[src/rtl/sync_fifo_flags.sv]
// sync_fifo_flags: single-clock FIFO with occupancy count, threshold flags and non-power-of-2 depth.
// Define SYNC_FIFO_ERR_FLAGS_EN to enable sticky overflow/underflow flags.
module sync_fifo_flags #(
  parameter int DATA_WIDTH = 8,
  parameter int DEPTH      = 8,
  parameter int AF_THRESH  = DEPTH - 2,
  parameter int AE_THRESH  = 1
) (
  input  logic                         clk,
  input  logic                         rst_n,
  input  logic                         w_en,
  input  logic [DATA_WIDTH-1:0]        data_in,
  input  logic                         r_en,
  output logic [DATA_WIDTH-1:0]        data_out,
  output logic [$clog2(DEPTH+1)-1:0]   count,
  output logic                         full,
  output logic                         empty,
  output logic                         almost_full,
  output logic                         almost_empty,
  input  logic                         err_clr,
  output logic                         overflow,
  output logic                         underflow
);
  localparam int CW = $clog2(DEPTH + 1);
  localparam int AW = $clog2(DEPTH);
  if (AF_THRESH < 1 || AF_THRESH > DEPTH || AE_THRESH < 0 || AE_THRESH > DEPTH - 1) begin : g_bad_thresh
    $error("sync_fifo_flags: AF_THRESH must be 1..DEPTH and AE_THRESH 0..DEPTH-1");
  end
  logic [DATA_WIDTH-1:0] mem [DEPTH];
  logic [AW-1:0] w_ptr, r_ptr;
  logic wr_acc, rd_acc;
  assign wr_acc = w_en & ~full;
  assign rd_acc = r_en & ~empty;
  assign full         = count == CW'(DEPTH);
  assign empty        = count == '0;
  assign almost_full  = count >= CW'(AF_THRESH);
  assign almost_empty = count <= CW'(AE_THRESH);
  always_ff @(posedge clk)
    if (wr_acc) mem[w_ptr] <= data_in;
  // Pointers wrap by explicit compare so any DEPTH works, not just powers of 2.
  always_ff @(posedge clk) begin
    if (!rst_n) begin
      w_ptr    <= '0;
      r_ptr    <= '0;
      count    <= '0;
      data_out <= '0;
    end else begin
      if (wr_acc) w_ptr <= (w_ptr == AW'(DEPTH - 1)) ? '0 : w_ptr + 1'b1;
      if (rd_acc) begin
        data_out <= mem[r_ptr];
        r_ptr    <= (r_ptr == AW'(DEPTH - 1)) ? '0 : r_ptr + 1'b1;
      end
      count <= count + CW'(wr_acc) - CW'(rd_acc);
    end
  end
`ifdef SYNC_FIFO_ERR_FLAGS_EN
  always_ff @(posedge clk) begin
    if (!rst_n) begin
      overflow  <= 1'b0;
      underflow <= 1'b0;
    end else begin
      overflow  <= (w_en & full) | (overflow & ~err_clr);
      underflow <= (r_en & empty) | (underflow & ~err_clr);
    end
  end
`else
  logic unused_err_clr;
  assign unused_err_clr = err_clr;
  assign overflow  = 1'b0;
  assign underflow = 1'b0;
`endif
endmodule

[config.mk]
export PLATFORM = sky130hd
export DESIGN_NAME = sync_fifo_flags
export DESIGN_NICKNAME = d
export VERILOG_FILES = /design/src/rtl/sync_fifo_flags.sv
export SDC_FILE = /design/constraint.sdc
export NUM_CORES = 1
export LEC_CHECK = 0
export ABC_AREA = 1
export BUFFER_PORTS_ARGS = -buffer_cell sky130_fd_sc_hd__clkbuf_2
export CAP_MARGIN = 15
export CORE_UTILIZATION = 40
export DETAILED_ROUTE_END_ITERATION = 8
export HOLD_SLACK_MARGIN = 0.08
export PLACE_DENSITY = 0.68
export SYNTH_ARGS = -nofsm -noshare
export SYNTH_HDL_FRONTEND = slang
export SYNTH_SLANG_ARGS = --single-unit
[constraint.sdc]
create_clock -name clk -period 2.7 [get_ports clk]
set_clock_uncertainty 0.15 [all_clocks]
set_input_delay 0.135 -clock clk [delete_from_list [all_inputs] [get_ports clk]]
set_output_delay 0.135 -clock clk [all_outputs]
set_load 0.01 [all_outputs]
==> impl_metrics.json <==
{
  "status": "finished clean",
  "hold_viol_final": 0,
  "io_pins": 31,
  "critPathKind": "register to register",
  "cts_buffers": 9,
  "cts_htree_levels": 3,
  "via_count": 2538,
  "period_share_pct": 88.3,
  "path_clk_slew_ns": 0.08,
  "gp_congestion": 0.773,
  "antenna_cells": 0,
  "synth_top_area_cell": "edfxtp_1",
  "core-area_mm2": 0.00876,
  "required_ns": 2.80,
  "io_buffers": 27,
  "grt_first_pass_wirelength_um": 11800,
  "netlist_instances": 368,
  "max_freq_ghz": 0.419,
  "grt_usage_pct": 16.2,
  "setup_viol": 0,
  "synth_enable_flop_cells": 64,
  "power.density_mw_per_mm2": 852,
  "row_count": 34,
  "grt_pass1_vias": 2464,
  "drive_above_1_share_pct": 13.6,
  "ys_seq_area_share_pct": 62.5,
  "overflow": 0,
  "worstSkewPairLatency_ns": 0.35,
  "synthArstFlopShare_pct": 0,
  "final_cell_mix": "100 x nand2_1, 64 x edfxtp_1, 62 x inv_1",
  "cts.sinks": 82,
  "area_delta_synth_final_pct": 13.9,
  "end_kind": "register",
  "die_height_um": 97.6,
  "dp_cells": 501,
  "drv_cap": 0,
  "path_max_fanout": 9,
  "synth.area.top_cells": "edfxtp_1 53%, nand2_1 10%, dfxtp_1 9.9%",
  "ys.warnings.count": 0,
  "first_pass_iters": 6,
  "dr.first_iter.drc_count": 174,
  "clockRootBuffer": "clkbuf_8",
  "fin_util_pct": 47.5,
  "min_period_ns": 2.38,
  "reg2reg_depth": 11,
  "cts_resized": 0,
  "synth.cell_area_mm2": 0.00365,
  "power.total_mw": 3.55,
  "wl_per_cell_um": 13.8,
  "cts_tree": "yes",
  "clk_path_buf_depth": 2,
  "ys_seq_elements": 82,
  "dp_hpwl_um": 4930,
  "yosys.area.top_type_share_pct": 52.6,
  "startpoint_type": "register",
  "peakVddDrop_uv": 237,
  "synth_flop_cell": "edfxtp_1",
  "antenna_found_initial": 0,
  "crit_arrival_ns": 2.49,
  "setup_tns_ns": 0,
  "grt_max_degree": 34,
  "ant_nets": 0,
  "hp-class": "input pin to register",
  "fin_cells": 527,
  "start_util_pct": 41.7,
  "finalMaxSlewViolations": 0,
  "die_area_mm2": 0.00952,
  "drc": 0,
  "hold_buffers": 10,
  "final_nets": 440,
  "wirelength_um": 7280,
  "die_w_um": 97.6,
  "avgSynthCellArea_um2": 9.93,
  "synth_cell_types": 22,
  "postCtsSetupBuffers": 0,
  "vias_per_cell": 4.82,
  "final_common_cell": "nand2_1",
  "hold_depth": 5,
  "grt_setup_unrepaired": "no",
  "cellLeakagePower_nw": 1.87
}
-- Yosys cell counts (5+ instances only) --
library cell / count
o21ai_0: 6
nor2_1: 14
a21oi_1: 15
inv_1: 62
edfxtp_1: 64
nand2_1: 100
buf_4: 5
buf_6: 5
buf_2: 5
nand3_1: 49
ha_1: 12
dfxtp_1: 18
-- per-layer routing --
layer | wire, um | track usage, %
met1 | 3170 | 20.7
met2 | 3630 | 26.6
met3 | 359 | 2.66
met4 | 120 | 7.92
met5 | 0 | 0
-- flip-flops by register name (all words and copies together) (netlist names) --
signal and count:
w_ptr 3, r_ptr 3, data_out 8, mem 64
count 4
-- critical path, cell delays in order (launching register included) --
cell and delay, ns:
dfxtp_1 0.38, inv_1 0.12, ha_1 0.24, nand2_1 0.10, nand2_2 0.06, inv_2 0.17, ha_1 0.26, inv_1 0.05
ha_1 0.18, fa_1 0.43, nand2_1 0.09, inv_1 0.04
-- layout make-up --
type                    count  area [um2]
flip-flops and latches     82        2280
clock buffers              11         131
repair buffers             49         325
fillers                   812        4600
multi-input cells         205         998
clock inverters             5        32.5
well taps                 108         135
inverters                  67         258
-- cell families after synthesis --
kind of cell    share of synthesized area (%)
simple gates                             18.9
buf+inv                                  10.3
flops                                    62.5
compound gates                           3.29
fa+ha+maj                                4.66
xor+xnor                                0.240
other cells                             0.103
-- where the power goes --
group	internal (mW)	total [mW]	switching (mW)	leakage, nW
clock	0.331	0.762	0.430	0.0770
sequential	1.53	1.62	0.0932	0.729
combinational	0.420	1.17	0.747	1.06
-- per-stage QoR --
stage / hold slack, ns / instance area [um2] / setup slack [ns]
floorplan: 0.0839 / 3660 / 0.515
global placement: 0.277 / 3900 / 0.459
detailed placement: 0.298 / 3900 / 0.330
CTS: 0.0897 / 4160 / 0.294
global route: 0.128 / 4160 / 0.152
finish: 0.0949 / 4160 / 0.316
-- final timing paths --
path | from | end | slack [ns]
worst max register to register | count[2] | count[1] | 0.32
worst min-delay path | r_en | data_out[3] | 0.09
worst max-delay path | count[2] | count[1] | 0.32
worst min register to register | data_out[0] | data_out[0] | 0.32
(Power assumes the default switching activity.)
